`config.mk`:
```
export PLATFORM = sky130hd
export DESIGN_NAME = pwm_duty_slew_flat
export DESIGN_NICKNAME = d
export VERILOG_FILES = /design/src/rtl/pwm_pkg.sv /design/src/rtl/pwm_duty_slew_if.sv /design/src/rtl/pwm_duty_slew_rst_sync.sv /design/src/rtl/pwm_duty_slew.sv /design/src/flat_wrapper.sv
export SDC_FILE = /design/constraint.sdc
export NUM_CORES = 1
export LEC_CHECK = 0
export BUFFER_PORTS_ARGS = -buffer_cell sky130_fd_sc_hd__buf_2
export CORE_MARGIN = 1
export CORE_UTILIZATION = 50
export CTS_CLUSTER_SIZE = 25
export DETAILED_ROUTE_END_ITERATION = 16
export GPL_ROUTABILITY_DRIVEN = 0
export HOLD_SLACK_MARGIN = 0.03
export MAX_ROUTING_LAYER = met4
export PLACE_DENSITY_LB_ADDON = 0.3
export REMOVE_ABC_BUFFERS = 1
export SKIP_CTS_REPAIR_TIMING = 1
export SKIP_LAST_GASP = 1
export SLEW_MARGIN = 20
export SYNTH_ARGS = -nofsm -noshare
export SYNTH_HDL_FRONTEND = slang
export SYNTH_SLANG_ARGS = --single-unit
```
`constraint.sdc`:
```
create_clock -name CLK -period 0.9 [get_ports CLK]
set_clock_uncertainty 0.05 [all_clocks]
set_input_delay 0.135 -clock CLK [delete_from_list [all_inputs] [get_ports CLK]]
set_output_delay 0.135 -clock CLK [all_outputs]
set_load 0.02 [all_outputs]
```
`src/rtl/pwm_pkg.sv`:
```
// Constants and types shared across the PWM chain (duty slew, generator, ...).
package pwm_pkg;

    localparam int unsigned        DUTY_W   = 8;
    localparam logic [DUTY_W-1:0]  RST_DUTY = 8'd128;

    typedef enum logic {
        IDLE = 1'b0,
        RAMP = 1'b1
    } state_e;

endpackage

```
`src/rtl/pwm_duty_slew_if.sv`:
```
// Target/strobe/duty bundle between the duty controller and the slew stage.
interface pwm_duty_slew_if
    import pwm_pkg::*;
#(
    parameter int unsigned DW = DUTY_W
);

    logic [DW-1:0] tgt;
    logic          tgt_load;
    logic          frame_tick;
    logic [DW-1:0] Dout;
    logic          busy;
    logic          done;

    modport master (
        output tgt, tgt_load, frame_tick,
        input  Dout, busy, done
    );

    modport slave (
        input  tgt, tgt_load, frame_tick,
        output Dout, busy, done
    );

endinterface

```
`src/rtl/pwm_duty_slew_rst_sync.sv`:
```
// Reset synchroniser: asserts asynchronously, releases on the 2nd clock edge.
module rst_sync (
    input  logic clk,
    input  logic arst_in,
    output logic arst_out
);

    logic meta_q;
    logic sync_q;

    always_ff @(posedge clk or posedge arst_in) begin
        if (arst_in) begin
            meta_q <= 1'b1;
            sync_q <= 1'b1;
        end else begin
            meta_q <= 1'b0;
            sync_q <= meta_q;
        end
    end

    assign arst_out = sync_q;

endmodule

```
`src/rtl/pwm_duty_slew.sv`:
```
// Slew-limited duty stage: walks Dout toward the loaded target by at most STEP
// counts every HOLD frame ticks, so the PWM duty only changes at period edges.
module pwm_duty_slew
    import pwm_pkg::*;
#(
    parameter int unsigned   DW       = DUTY_W,
    parameter int unsigned   STEP     = 4,
    parameter int unsigned   HOLD     = 1,
    parameter logic [DW-1:0] RST_DUTY = DW'(pwm_pkg::RST_DUTY)
) (
    input  logic            CLK,
    input  logic            aRSTin,
    pwm_duty_slew_if.slave  sif
);

    logic arst;

    rst_sync u_rst_sync (
        .clk      (CLK),
        .arst_in  (aRSTin),
        .arst_out (arst)
    );

    state_e        state_q, state_d;
    logic [DW-1:0] dout_q,  dout_d;
    logic [DW-1:0] tgt_q,   tgt_d;
    logic [7:0]    hold_q,  hold_d;
    logic          busy_q,  busy_d;
    logic          done_q,  done_d;

    logic          up;
    logic [DW:0]   diff;

    // Distance is taken one bit wider so a step can never wrap past 0 or 2^DW-1.
    always_comb begin
        up   = (tgt_q > dout_q);
        diff = up ? ({1'b0, tgt_q} - {1'b0, dout_q})
                  : ({1'b0, dout_q} - {1'b0, tgt_q});
    end

    always_comb begin
        state_d = state_q;
        dout_d  = dout_q;
        tgt_d   = tgt_q;
        hold_d  = hold_q;
        busy_d  = busy_q;
        done_d  = 1'b0;

        case (state_q)
            IDLE: begin
                if (sif.tgt_load) begin
                    tgt_d = sif.tgt;
                    if (sif.tgt != dout_q) begin
                        hold_d  = '0;
                        state_d = RAMP;
                        busy_d  = 1'b1;
                    end else begin
                        done_d = 1'b1;
                    end
                end
            end

            RAMP: begin
                if (sif.frame_tick) begin
                    if (hold_q != 8'(HOLD - 1)) begin
                        hold_d = hold_q + 8'd1;
                    end else begin
                        hold_d = '0;
                        if (diff <= (DW + 1)'(STEP)) begin
                            dout_d  = tgt_q;
                            state_d = IDLE;
                            busy_d  = 1'b0;
                            done_d  = 1'b1;
                        end else if (up) begin
                            dout_d = dout_q + DW'(STEP);
                        end else begin
                            dout_d = dout_q - DW'(STEP);
                        end
                    end
                end

                // A coincident step has already used the old target; the new
                // target is judged against the post-step duty.
                if (sif.tgt_load) begin
                    tgt_d = sif.tgt;
                    if (sif.tgt == dout_d) begin
                        state_d = IDLE;
                        hold_d  = '0;
                        busy_d  = 1'b0;
                        done_d  = 1'b1;
                    end else begin
                        state_d = RAMP;
                        busy_d  = 1'b1;
                        done_d  = 1'b0;
                    end
                end
            end

            default: begin
                state_d = IDLE;
            end
        endcase
    end

    always_ff @(posedge CLK or posedge arst) begin
        if (arst) begin
            state_q <= IDLE;
            dout_q  <= RST_DUTY;
            tgt_q   <= RST_DUTY;
            hold_q  <= '0;
            busy_q  <= 1'b0;
            done_q  <= 1'b0;
        end else begin
            state_q <= state_d;
            dout_q  <= dout_d;
            tgt_q   <= tgt_d;
            hold_q  <= hold_d;
            busy_q  <= busy_d;
            done_q  <= done_d;
        end
    end

    assign sif.Dout = dout_q;
    assign sif.busy = busy_q;
    assign sif.done = done_q;

endmodule

```
`src/flat_wrapper.sv`:
```
// flat-port wrapper written by rule: the top's interface ports become plain ports
module pwm_duty_slew_flat import pwm_pkg::*;
#(
    parameter int unsigned   DW       = DUTY_W,
    parameter int unsigned   STEP     = 4,
    parameter int unsigned   HOLD     = 1,
    parameter logic [DW-1:0] RST_DUTY = DW'(pwm_pkg::RST_DUTY)
)
  (CLK, aRSTin, sif_tgt, sif_tgt_load, sif_frame_tick, sif_Dout, sif_busy, sif_done);
  pwm_duty_slew_if #(.DW(DW)) sif_i ();
  input  logic CLK;
  input  logic aRSTin;
  input wire logic [$bits(sif_i.tgt)-1:0] sif_tgt;
  input wire logic [$bits(sif_i.tgt_load)-1:0] sif_tgt_load;
  input wire logic [$bits(sif_i.frame_tick)-1:0] sif_frame_tick;
  output wire logic [$bits(sif_i.Dout)-1:0] sif_Dout;
  output wire logic [$bits(sif_i.busy)-1:0] sif_busy;
  output wire logic [$bits(sif_i.done)-1:0] sif_done;
  assign sif_i.tgt = sif_tgt;
  assign sif_i.tgt_load = sif_tgt_load;
  assign sif_i.frame_tick = sif_frame_tick;
  assign sif_Dout = sif_i.Dout;
  assign sif_busy = sif_i.busy;
  assign sif_done = sif_i.done;
  pwm_duty_slew #(.DW(DW), .STEP(STEP), .HOLD(HOLD), .RST_DUTY(RST_DUTY)) u_core (.CLK(CLK), .aRSTin(aRSTin), .sif(sif_i));
endmodule
```
Word-level counts from Yosys, hierarchy flattened
Cells that the tools add are included.
{"block": "op_classes", "n_addsub": 5, "n_lt_le_gt_ge": 2, "n_eq_ne": 7, "n_mux": 37, "bitwise": 1, "reduce_logical": 3}
{"cell": "$mux W8", "count": 12}
{"cell": "$mux W1", "count": 20}
{"cell": "$sub A8 B8 Y9", "count": 2}
{"cell": "$pmux W8 S2", "count": 1}
{"cell": "$le A9 B3 Y1 const B", "count": 1}
{"cell": "$mux W9", "count": 1}
{"cell": "$ne A3 B3 Y1 const B", "count": 3}
{"cell": "$add A8 B1 Y8 const B", "count": 1}
{"cell": "$add A8 B3 Y8 const B", "count": 1}
{"cell": "$eq A8 B8 Y1", "count": 1}
{"cell": "$gt A8 B8 Y1", "count": 1}
{"cell": "$ne A8 B8 Y1", "count": 1}
{"cell": "$reduce_bool A8 Y1", "count": 1}
{"cell": "$sub A8 B3 Y8 const B", "count": 1}
{"cell": "$pmux W1 S2", "count": 3}
{"cell": "$reduce_and A5 Y1", "count": 1}
{"cell": "$ne A2 B1 Y1 const B", "count": 1}
{"cell": "$ne A2 B2 Y1 const B", "count": 1}
{"cell": "$reduce_and A2 Y1", "count": 1}
{"cell": "$not A1 Y1", "count": 1}
{"block": "totals", "register_bits": 29, "in_bits": 12, "out_inout_bits": 10, "word_cells": 63}

Longest topological paths before layout
Gate-level depths: netlist of run 1.
{"block": "depth", "ltp_word": 11, "mapped_depth": 22, "depth_no_buf": 19}

Modules after synthesis
From an unflattened synthesis of run 1, not the netlist that was laid out.
{"block": "unflattened", "hier_cells": 329, "hier_area_um2": 2718.9}
{"module": "pwm_duty_slew", "instances": 1, "cells_each": 325, "area_per_inst_um2": 2658.8, "seq_area_each_um2": 678.2}
{"module": "rst_sync", "instances": 1, "cells_each": 4, "area_per_inst_um2": 60.1, "seq_area_each_um2": 52.6}

Worst setup path before layout of run 1
OpenSTA, ideal clock, no wires.
{"block": "synth_path", "kind": "register to register", "from": "reg u_core.dout_q[2] (netlist: u_core.sif.Dout[2])", "to": "reg u_core.hold_q[5]", "setup_ns": 0.124, "arrival_ns": 4.322, "required_ns": 0.726, "slack_ns": -3.596, "path_stages_with_launch": 23, "path_buffers": 3, "period_less_slack_ns": 4.496, "cell_sequence": "dfrtp_1 > clkbuf_1 > inv_1 > ha_1 > buf_6 > and3_1 > o21ai_1 > a21o_1 > a21oi_2 > inv_1 > ha_1 > a21o_1 > a21oi_1 > o21bai_1 > a21oi_1 > xnor3_1 > o21ai_0 > o211ai_1 > o2111ai_1 > o21ai_2 > buf_6 > nor3_2 > a211o_1"}
{"block": "synth_between", "elab_chain_cells": 11, "word_cells_on_any_way": 19, "cone_classes": "add/sub (4); order compare (2); eq/ne (3); mux (9); reduce/logical (1)"}
{"element": "start: declaration", "line_no": "pwm_duty_slew.sv:25", "source": "logic [DW-1:0] dout_q, dout_d;"}
{"element": "start signal: assignment", "line_no": "pwm_duty_slew.sv:115", "source": "dout_q <= dout_d;"}
{"element": "$sub A8 B8 Y9, or another cell as far along", "line_no": "pwm_duty_slew.sv:38", "source": ": ({1'b0, dout_q} - {1'b0, tgt_q});"}
{"element": "$mux W9", "line_no": "pwm_duty_slew.sv:37", "source": "diff = up ? ({1'b0, tgt_q} - {1'b0, dout_q})"}
{"element": "$le A9 B3 Y1", "line_no": "pwm_duty_slew.sv:69", "source": "if (diff <= (DW + 1)'(STEP)) begin"}
{"element": "$mux W8", "line_no": "pwm_duty_slew.sv:69"}
{"element": "$mux W8", "line_no": "pwm_duty_slew.sv:65", "source": "if (hold_q != 8'(HOLD - 1)) begin"}
{"element": "$mux W8", "line_no": "pwm_duty_slew.sv:64", "source": "if (sif.frame_tick) begin"}
{"element": "$mux W8", "line_no": "pwm_duty_slew.sv:49", "source": "case (state_q)"}
{"element": "$eq A8 B8 Y1", "line_no": "pwm_duty_slew.sv:86", "source": "if (sif.tgt == dout_d) begin"}
{"element": "$mux W8", "line_no": "pwm_duty_slew.sv:86"}
{"element": "$mux W8", "line_no": "pwm_duty_slew.sv:84", "source": "if (sif.tgt_load) begin"}
{"element": "$pmux W8 S2", "line_no": "pwm_duty_slew.sv:49"}
{"element": "end signal: assignment", "line_no": "pwm_duty_slew.sv:117", "source": "hold_q <= hold_d;"}
{"element": "end: declaration", "line_no": "pwm_duty_slew.sv:27", "source": "logic [7:0] hold_q, hold_d;"}
Several ways; a longest one is shown, not always the timed one. The select of a mux whose other input is x is not followed.
A chain may end at the register's enable or synchronous reset.

Worst setup path after layout of run 1
{"block": "layout_path", "from": "reg u_core.dout_q[2] (netlist: u_core.sif.Dout[2])", "to": "reg u_core.hold_q[2]"}
The elaborated chain is that of the path after synthesis.

==> results of run 1 <==
cell type report:
type / count / area, um^2 / share of cell area [%]
flip-flops and latches: 29 / 732 / 16.6
well taps: 70 / 87.6 / 1.99
inverters: 30 / 120 / 2.73
clock buffers: 7 / 96.3 / 2.19
clock inverters: 1 / 5.00 / 0.114
multi-input cells: 265 / 2130 / 48.3
repair buffers: 149 / 1240 / 28.1
flip-flops by register name (all words and copies together) (netlist names):
signal	cells
u_core.hold_q	8
u_core.sif.Dout	8
u_core.tgt_q	8
u_core.sif.busy	1
u_core.sif.done	1
u_core.state_q	1
u_core.u_rst_sync.arst_out	1
u_core.u_rst_sync.meta_q	1
per-layer routing:
| metal | up-vias | routed length [um] | GRT usage [%] |
|---|---|---|---|
| li1 | 1488 | - | - |
| met1 | 1634 | 4210 | 37.0 |
| met2 | 255 | 5610 | 51.5 |
| met3 | 76 | 1030 | 4.07 |
| met4 | 0 | 795 | 14.6 |
| met5 | - | 0 | - |
synthesized netlist by cell type, types with 5 or more instances:
cell / count
nand2_1: 31
inv_1: 30
o21ai_0: 27
a21oi_1: 26
nor2_1: 26
dfrtp_1: 25
ha_1: 22
nand3_1: 10
nor3_1: 9
xor2_1: 9
clkbuf_1: 8
xnor2_1: 8
a21o_1: 6
nand2b_1: 5
nor2b_1: 5
o22ai_1: 5
worst reg2reg max path, delay by kind of cell (launching register included):
kind,cells,cell delay [ns]
DFF,1,0.39
xor gates and xnor gates,1,0.31
buffers and inverters,3,0.40
and+or+nand+nor,2,0.24
adders and majority gates,2,0.51
AOI/OAI and AO/OA,12,2.27
per-stage QoR:
step,instance area [um^2],total power (W),cells,hold WS [ns]
floorplan,2670,0.00757,324,-0.00350
global placement,3690,0.0116,522,0.107
detailed placement,3690,0.0118,522,0.117
CTS,3790,0.0131,530,-0.184
global route,4410,0.0181,551,0.172
finish,4410,0.0173,551,0.171
final timing paths:
| kind | start | to | cells after the start |
|---|---|---|---|
| setup / recovery | u_core.sif.Dout[2]$_DFFE_PP0P_ | u_core.hold_q[2]$_DFFE_PP0P_ | 20 |
| hold / removal | sif_tgt[1] | u_core.tgt_q[1]$_DFFE_PP0P_ | 4 |
| setup reg to reg | u_core.sif.Dout[2]$_DFFE_PP0P_ | u_core.hold_q[2]$_DFFE_PP0P_ | 20 |
| hold reg to reg | u_core.u_rst_sync.arst_out$_DFF_PP1_ | u_core.state_q$_DFF_PP0_ | 2 |
| max in group asynchronous | u_core.u_rst_sync.arst_out$_DFF_PP1_ | u_core.sif.Dout[7]$_DFFE_PP1P_ | 2 |
| min in group asynchronous | u_core.u_rst_sync.arst_out$_DFF_PP1_ | u_core.state_q$_DFF_PP0_ | 2 |
kinds of logic after synthesis:
kind of cell	after synthesis	synth area share (%)
AOI/OAI and AO/OA	104	25.6
xor gates and xnor gates	18	6.24
adders and majority gates	25	12.2
buffers and inverters	44	6.97
DFF	29	26.6
muxes	5	1.87
other	1	0.137
and+or+nand+nor	112	20.4
power groups by stage:
stage               logic [W]  registers (W)  clock network [W]
floorplan             0.00535        0.00222                  0
global placement      0.00980        0.00178                  0
detailed placement     0.0100        0.00181                  0
CTS                    0.0101        0.00179            0.00120
global route           0.0150        0.00189            0.00129
finish                 0.0143        0.00187            0.00120
placed cells by master, fill, tap and decap left out, drive strengths merged, types with 2 or more instances in the layout:
master and n:
inv 30, clkbuf 8, fa 3, nor3b 3, buf 147, dfrtp 25, a2111oi 3, o21ai 29
o2bb2ai 2, o2111ai 2, nand4 4, and2 3, dfstp 4, o211ai 4, or2 2, o21a 2
mux2i 4, o21bai 4, xnor2 8, nand2b 5, xor2 9, nor4 3, a221oi 2, nand3 10
a21o 6, or3 4, nand2 31, ha 22, nor2 26, nor3 10, a21oi 28, o221ai 2
a211o 4, o22ai 5, nor2b 6
==> run_results.csv, run 1 <==
group,metric,value,unit
setup_path,critPathLaunchType,"flop",
sta,drv_slew,0,
die,die_area,5790,um^2
setup_path,cp_slowest_cell,"dfrtp_1",
global_route,grt_pass1_vias,2986,
setup_path,path_buf_inv,3,
pwr,irDropWorstVdd,2770,uV
place,pre_cts_slack,-2.98,ns
setup_path,worstPathCellList,"inv_2, ha_4, and3_1, o21ai_2, a21o_1, a21oi_2, inv_2, ha_4, a21o_1, a21oi_2, o21bai_1, a21oi_2, xnor3_1, o21ai_0, o211ai_1, o2111ai_2, o21ai_2, clkbuf_16, nor2_1, a211o_1",
sta,tightest_slew,0.616,ns
logic_synthesis,synthArstFlopShare,100,%
pwr,pwr-share-clk,6.9,%
drt,ant_nets,0,
die,rows,26,
final_layout,drive_gt1_share,48.2,%
clocking,cts.clk_slew.worst_paths,0.06,ns
sta,setup_viol,36,
sta,hold_viol_final,0,
setup_path,crit_family,"compound AO/OA/AOI/OAI gates",
logic_synthesis,synth_cells,338,
global_route,grt_usage,30.9,%
status,failed_checks,"negative setup slack",
logic_synthesis,synthTopCellsByArea,"dfrtp_1 (23%), ha_1 (10%), o21ai_0 (4.9%)",
setup_path,r2r_slack,-3.36,ns
clocking,insertion_delay,0.29,ns
final_layout,fillers,263,
sta,fmax,235,MHz
setup_path,crit_path_frequent_cell,"a21oi_2",
die,die_h,76.1,um
place,port-buffer-count,21,
drt,routed_wl,11600,um
status,status,"finished with violations",
sta,rsz0062_at_grt,"true",
logic_synthesis,synth-seq-cells,29,
clocking,numCtsBuffers,5,
final_layout,syn2layout_area_growth,60.5,%
pwr,pwr-share-seq,10.8,%
pwr,combPwrFrac,82.3,%
drt,routed_via_density,6.27,
clocking,root_buffer,"clkbuf_8",
die,core-area,5200,um^2
drt,wire_per_inst,21.1,um
sta,setup_tns,-56.23,ns
setup_path,end_kind,"flop",
final_layout,nNetsFinal,517,
logic_synthesis,yosys_most_used_dff,"dfrtp_1",
setup_path,crit_path_max_incr_delay,0.39,ns
logic_synthesis,synth_edf_count,0,
logic_synthesis,synth_top_area_share,22.8,%
drt,drc,0,
logic_synthesis,synth_top_cell_by_area,"dfrtp_1",
pwr,switching_share,46.9,%
sta,min_period_over_period,474,%
sta,setup_ws,-3.36,ns
final_layout,antenna_cells,0,
logic_synthesis,ys_warn_count,0,
global_route,grt_pass1_wl,13900,um
global_route,antenna_found_initial,0,
setup_path,critical_path_class,"reg -> reg",
global_route,gr-total-overflow,0,
clocking,cts_num_sinks,29,
pwr,p_sw,0.00814,W
sta,max_slew_margin,58.9,%
pwr,internal_power,0.00921,W
logic_synthesis,synth.cell_area,2750,um^2
clocking,htreeDepth,2,
clocking,cts_tree,"built",
final_layout,post-route-util,84.7,%
job,cap_violations,0,
min_path,hold_class,"in -> reg",
sta,fin_crit,4.26,ns
logic_synthesis,syn_avg_cell_area,8.13,um^2
drt,first_pass_iters,5,
die,io_pins,22,
place,dp.final_hpwl,6520,um
die,die-width,76.1,um
pwr,p_leak,2.07,nW
die,start_util,52.8,%
drt,vias,3453,
global_route,grt_max_degree,28,
setup_path,critical_path_peak_fanout,5,
clocking,clk_path_buf_depth,2,
drt,drt_iter0_drc,325,
setup_path,cp.arrival,4.39,ns
setup_path,required,1.02,ns
pwr,power_per_cell_area,3940,nW/um^2
logic_synthesis,synthDistinctLibCells,62,
logic_synthesis,ys_seq_area_share,26.6,%
(Power assumes the default switching activity.)
==> run 2, diff against run 1 <==
--- a/config.mk
+++ b/config.mk
@@ -6,8 +6,11 @@
 export NUM_CORES = 1
 export LEC_CHECK = 0
 export BUFFER_PORTS_ARGS = -buffer_cell sky130_fd_sc_hd__buf_2
+export CELL_PAD_IN_SITES_DETAIL_PLACEMENT = 0
+export CELL_PAD_IN_SITES_GLOBAL_PLACEMENT = 1
 export CORE_MARGIN = 1
-export CORE_UTILIZATION = 50
+export CORE_UTILIZATION = 41
+export CTS_CLUSTER_DIAMETER = 50
 export CTS_CLUSTER_SIZE = 25
 export DETAILED_ROUTE_END_ITERATION = 16
 export GPL_ROUTABILITY_DRIVEN = 0
@@ -15,6 +18,7 @@
 export MAX_ROUTING_LAYER = met4
 export PLACE_DENSITY_LB_ADDON = 0.3
 export REMOVE_ABC_BUFFERS = 1
+export SETUP_SLACK_MARGIN = 0.5
 export SKIP_CTS_REPAIR_TIMING = 1
 export SKIP_LAST_GASP = 1
 export SLEW_MARGIN = 20
==> run 2 against run 1 <==
  * Cell count is 3.3% higher
  * Hold slack worse by 0.36 ns
  * Via count fell by 11%
  * The flow finishes with violations (negative hold slack, negative setup slack)
  * Non-clock buffer count rose by 11
  * Power fell by 7.6%
  * Global-route usage fell by 5.4 points
  * Sequential power is essentially flat
  * Clock power about the same
  * Sequential cell count did not move
  * Routed wire length fell by 19%
  * Register-to-register slack improved by 0.48 ns
==> run_results.csv, run 2 (synthesis results as in run 1) <==
group,metric,value,unit
sta,setup_tns,-50.84,ns
sta,tightest_slew,0.563,ns
drt,routed_wl,9460,um
setup_path,cp.arrival,3.91,ns
final_layout,syn2layout_area_growth,65.8,%
sta,whs,-0.192,ns
drt,ant_nets,0,
clocking,htreeDepth,2,
pwr,irDropWorstVdd,2120,uV
place,port-buffer-count,21,
drt,drc,0,
die,io_pins,22,
die,rows,29,
clocking,cts.clk_slew.worst_paths,0.06,ns
global_route,use_met3,2.67,%
final_layout,instances_no_fill,569,
global_route,busiest_layer,"met2",
clocking,root_buffer,"clkbuf_8",
final_layout,mostFrequentLayoutCells,"buf_4 (109), buf_6 (33), nand2_1 (31)",
setup_path,critical_path_class,"reg -> reg",
drt,drt_iter0_drc,118,
sta,rsz0062_at_grt,"true",
pwr,total_power,0.0160,W
die,die-width,83.8,um
global_route,grt_usage,25.4,%
setup_path,critPathLaunchType,"flop",
global_route,grt_pass1_vias,2868,
sta,fin_crit,3.78,ns
status,status,"finished with violations",
sta,min_period_over_period,420,%
final_layout,drive_gt1_share,47.4,%
die,core-area,6420,um^2
sta,hold_viol_final,2,
sta,setup_ws,-2.88,ns
job,cap_violations,0,
drt,first_pass_iters,4,
clocking,cts_tree,"built",
sta,drv_slew,0,
global_route,antenna_found_initial,0,
sta,max_slew_margin,61.5,%
clocking,numCtsBuffers,5,
global_route,grt_use_met2,42.7,%
place,dp.final_hpwl,6840,um
place,dp_cells,540,
clocking,cts_num_sinks,29,
setup_path,required,1.03,ns
setup_path,critical_path_peak_fanout,6,
clocking,clk_path_buf_depth,2,
die,start_util,42.8,%
status,failed_checks,"negative hold slack, negative setup slack",
die,die_h,83.8,um
setup_path,end_kind,"flop",
drt,routed_via_density,5.40,
clocking,insertion_delay,0.29,ns
drt,vias,3070,
global_route,gr-total-overflow,0,
drt,wire_per_inst,16.6,um
global_route,grt_pass1_wl,13800,um
sta,fmax,264,MHz
pwr,power_per_cell_area,3520,nW/um^2
min_path,hold_class,"in -> async",
final_layout,post-route-util,70.9,%
sta,setup_viol,34,
die,die_area,7030,um^2
final_layout,mostFrequentLayoutCell,"buf_4",
final_layout,nNetsFinal,528,
setup_path,reg2regPathDepth,21,
final_layout,antenna_cells,0,
pwr,p_leak,2.14,nW
global_route,grt_max_degree,21,
global_route,grtUsageMet1,32.6,%
run 2: path summary, 6_finish.rpt:
path	startpoint	to	slack [ns]
worst max-delay path	u_core.tgt_q[2]$_DFFE_PP0P_	u_core.hold_q[4]$_DFFE_PP0P_	-2.88
worst min-delay path	aRSTin	u_core.u_rst_sync.arst_out$_DFF_PP1_	-0.19
worst max register to register	u_core.tgt_q[2]$_DFFE_PP0P_	u_core.hold_q[4]$_DFFE_PP0P_	-2.88
worst min register to register	u_core.u_rst_sync.arst_out$_DFF_PP1_	u_core.tgt_q[3]$_DFFE_PP0P_	0.20
max in group asynchronous	u_core.u_rst_sync.arst_out$_DFF_PP1_	u_core.sif.Dout[5]$_DFFE_PP0P_	0.36
min in group CLK	sif_tgt[7]	u_core.tgt_q[7]$_DFFE_PP1P_	0.14
run 2: cell type report:
class	instances	area, um^2
clock buffer	7	96.3
clock inverter	1	5.00
fill	478	1870
inverter	30	123
multi-input combinational	265	2100
sequential	29	732
tap	77	96.3
timing repair buffer	160	1400
run 2: metal layers:
layer  vias up  wire length, um  share of wire (%)
li1       1509                -                  -
met1      1490             4180                 44
met2        60             4820                 51
met3        11              317                3.4
met4         0              135                1.4
met5         -                0                  0
run 2: power by group:
group          switching [W]  internal (W)
clock network       0.000521      0.000690
logic                0.00635       0.00661
registers           0.000234       0.00163
total                0.00711       0.00893
run 2: stage by stage:
stage / setup slack, ns / area (um^2)
floorplan: -3.59 / 2670
global placement: -2.89 / 3750
detailed placement: -3.02 / 3750
CTS: -3.03 / 3860
global route: -3.08 / 4550
finish: -2.88 / 4550
run 2: critical path, stage by stage, from the launching register on:
cell       delay [ns]
dfrtp_1          0.42
ha_4             0.29
and3_4           0.20
o21ai_2          0.06
a21o_1           0.18
a21oi_2          0.18
buf_4            0.15
fa_2             0.22
inv_2            0.03
a21o_1           0.15
a21oi_2          0.13
xor2_1           0.23
buf_4            0.16
o22a_1           0.15
a21oi_2          0.05
mux2i_1          0.15
o2111ai_2        0.17
o21ai_2          0.21
buf_4            0.14
buf_6            0.11
o21bai_1         0.06
a21o_1           0.16
==> run 3, diff against run 2 <==
==> constraint.sdc (replaced) <==
create_clock -name CLK -period 0.9 [get_ports CLK]
set_clock_uncertainty 0.05 [all_clocks]
set_input_delay 0.045 -clock CLK [delete_from_list [all_inputs] [get_ports CLK]]
set_output_delay 0.045 -clock CLK [all_outputs]
set_load 0.02 [all_outputs]
==> run 3 against run 2 <==
  * Non-clock buffer count is the same
  * Setup slack is the same
  * First-iteration DRC count is the same
  * Combinational power is essentially flat
  * Sequential share of layout area is the same
  * Clock power is essentially flat
  * Power is the same
  * The flow still finishes with violations (negative hold slack, negative setup slack)
  * Routed wire length is the same
  * Cell count is the same
  * Sequential cell count is the same
  * Critical path type unchanged
==> run_results.csv, run 3 (synthesis results as in run 1) <==
group,metric,value,unit
drt,drt-met1-wl,4180,um
sta,fin_crit,3.78,ns
sta,drv_slew,0,
setup_path,critPathLaunchType,"flop",
drt,routed.top_layer,"met4",
drt,routed_via_density,5.40,
drt,first_pass_iters,4,
die,core-area,6420,um^2
setup_path,cp_slowest_cell,"dfrtp_1",
sta,max_slew_margin,61.5,%
setup_path,worstPathCellList,"ha_4, and3_4, o21ai_2, a21o_1, a21oi_2, buf_4, fa_2, inv_2, a21o_1, a21oi_2, xor2_1, buf_4, o22a_1, a21oi_2, mux2i_1, o2111ai_2, o21ai_2, buf_4, buf_6, o21bai_1, a21o_1",
sta,setup_tns,-49.95,ns
clocking,numCtsBuffers,5,
setup_path,required,1.03,ns
setup_path,path_buf_inv,5,
global_route,antenna_found_initial,0,
drt,drt_iter0_drc,118,
pwr,total_power,0.0160,W
global_route,grt_pass1_wl,13800,um
clocking,cts_num_sinks,29,
setup_path,critical_path_peak_fanout,6,
drt,dr_wl_met3,317,um
final_layout,drive_gt1_share,47.4,%
pwr,irDropWorstVdd,2120,uV
global_route,grt_pass1_vias,2868,
sta,fmax,264,MHz
setup_path,crit_path_max_incr_delay,0.42,ns
clocking,cts.clk_slew.worst_paths,0.06,ns
job,cap_violations,0,
final_layout,mostFrequentLayoutCells,"buf_4 (109), buf_6 (33), nand2_1 (31)",
setup_path,startpoint,"u_core.tgt_q[2]$_DFFE_PP0P_",
die,die_area,7030,um^2
setup_path,crit-reg2reg-capture,"u_core.hold_q[4]$_DFFE_PP0P_",
clocking,clk_path_buf_depth,2,
drt,wire_per_inst,16.6,um
setup_path,end_kind,"flop",
drt,routed_wl,9460,um
setup_path,reg2regPathDepth,21,
place,pre_cts_slack,-3.02,ns
die,die_h,83.8,um
global_route,gr-total-overflow,0,
drt,drc,0,
die,io_pins,22,
sta,tightest_slew,0.563,ns
final_layout,nNetsFinal,528,
sta,rsz0062_at_grt,"true",
sta,hold_viol_final,2,
clocking,root_buffer,"clkbuf_8",
setup_path,critical_path_class,"reg -> reg",
final_layout,mostFrequentLayoutCell,"buf_4",
status,status,"finished with violations",
final_layout,antenna_cells,0,
status,failed_checks,"negative hold slack, negative setup slack",
final_layout,syn2layout_area_growth,65.8,%
clocking,htreeDepth,2,
clocking,insertion_delay,0.29,ns
clocking,cts_tree,"built",
die,start_util,42.8,%
sta,whs,-0.282,ns
sta,setup_ws,-2.88,ns
setup_path,reg2reg_from,"u_core.tgt_q[2]$_DFFE_PP0P_",
die,die-width,83.8,um
place,port-buffer-count,21,
die,rows,29,
setup_path,r2r_slack,-2.88,ns
drt,ant_nets,0,
min_path,hold_class,"in -> async",
place,dp.final_hpwl,6840,um
setup_path,cp.arrival,3.91,ns
sta,min_period_over_period,420,%
drt,vias,3070,
final_layout,instances_no_fill,569,
sta,setup_viol,33,
global_route,grt_max_degree,21,
global_route,grt_usage,25.4,%
pwr,p_leak,2.14,nW
setup_path,crit_family,"compound AO/OA/AOI/OAI gates",
drt,wl_met2,4820,um
pwr,power_per_cell_area,3520,nW/um^2
place,dp_cells,540,
==> run 3: how the worst max path moves through the flow <==
stage                              endpoint  slack, ns  depth (start not counted)
3_3_place_gp   u_core.hold_q[6]$_DFFE_PP0P_      -2.89                         19
3_5_place_dp   u_core.hold_q[2]$_DFFE_PP0P_      -3.02                         20
6_report       u_core.hold_q[4]$_DFFE_PP0P_      -2.88                         21
2_1_floorplan  u_core.hold_q[2]$_DFFE_PP0P_      -3.59                         19
4_1_cts        u_core.hold_q[2]$_DFFE_PP0P_      -3.03                         20
5_1_grt        u_core.hold_q[4]$_DFFE_PP0P_      -3.08                         22
==> run 3: cell type report <==
type,count,area [um^2]
clock buffer,7,96.3
clock inverter,1,5.00
fill,478,1870
inverter,30,123
multi-input combinational,265,2100
sequential,29,732
tap,77,96.3
timing repair buffer,160,1400
==> run 3: power by group <==
group / internal, W / total [W] / switching [W]
Sequential: 0.00163 / 0.00186 / 0.000234
Clock: 0.000690 / 0.00121 / 0.000521
Combinational: 0.00661 / 0.0130 / 0.00635
==> run 3: worst reg2reg max path, stage by stage, from the launching register on <==
cell       delay, ns
dfrtp_1         0.42
ha_4            0.29
and3_4          0.20
o21ai_2         0.06
a21o_1          0.18
a21oi_2         0.18
buf_4           0.15
fa_2            0.22
inv_2           0.03
a21o_1          0.15
a21oi_2         0.14
xor2_1          0.23
buf_4           0.16
o22a_1          0.15
a21oi_2         0.05
mux2i_1         0.15
o2111ai_2       0.17
o21ai_2         0.21
buf_4           0.14
buf_6           0.11
o21bai_1        0.06
a21o_1          0.16
==> run 3: per-layer routing <==
layer  vias to the layer above  track usage [%]
met1                      1490             32.6
met3                        11             2.67
met4                         0             6.90
li1                       1509                -
met2                        60             42.7
met5                         -                -
==> run 3: stage by stage <==
stage | instance area [um^2] | hold slack [ns] | util, %
after floorplan | 2670 | -0.0935 | -
after global placement | 3750 | 0.0191 | 58.5
after detailed placement | 3750 | 0.0229 | 58.5
after CTS | 3860 | -0.281 | 60.0
after global routing | 4550 | -0.268 | 70.9
final | 4550 | -0.282 | 70.9
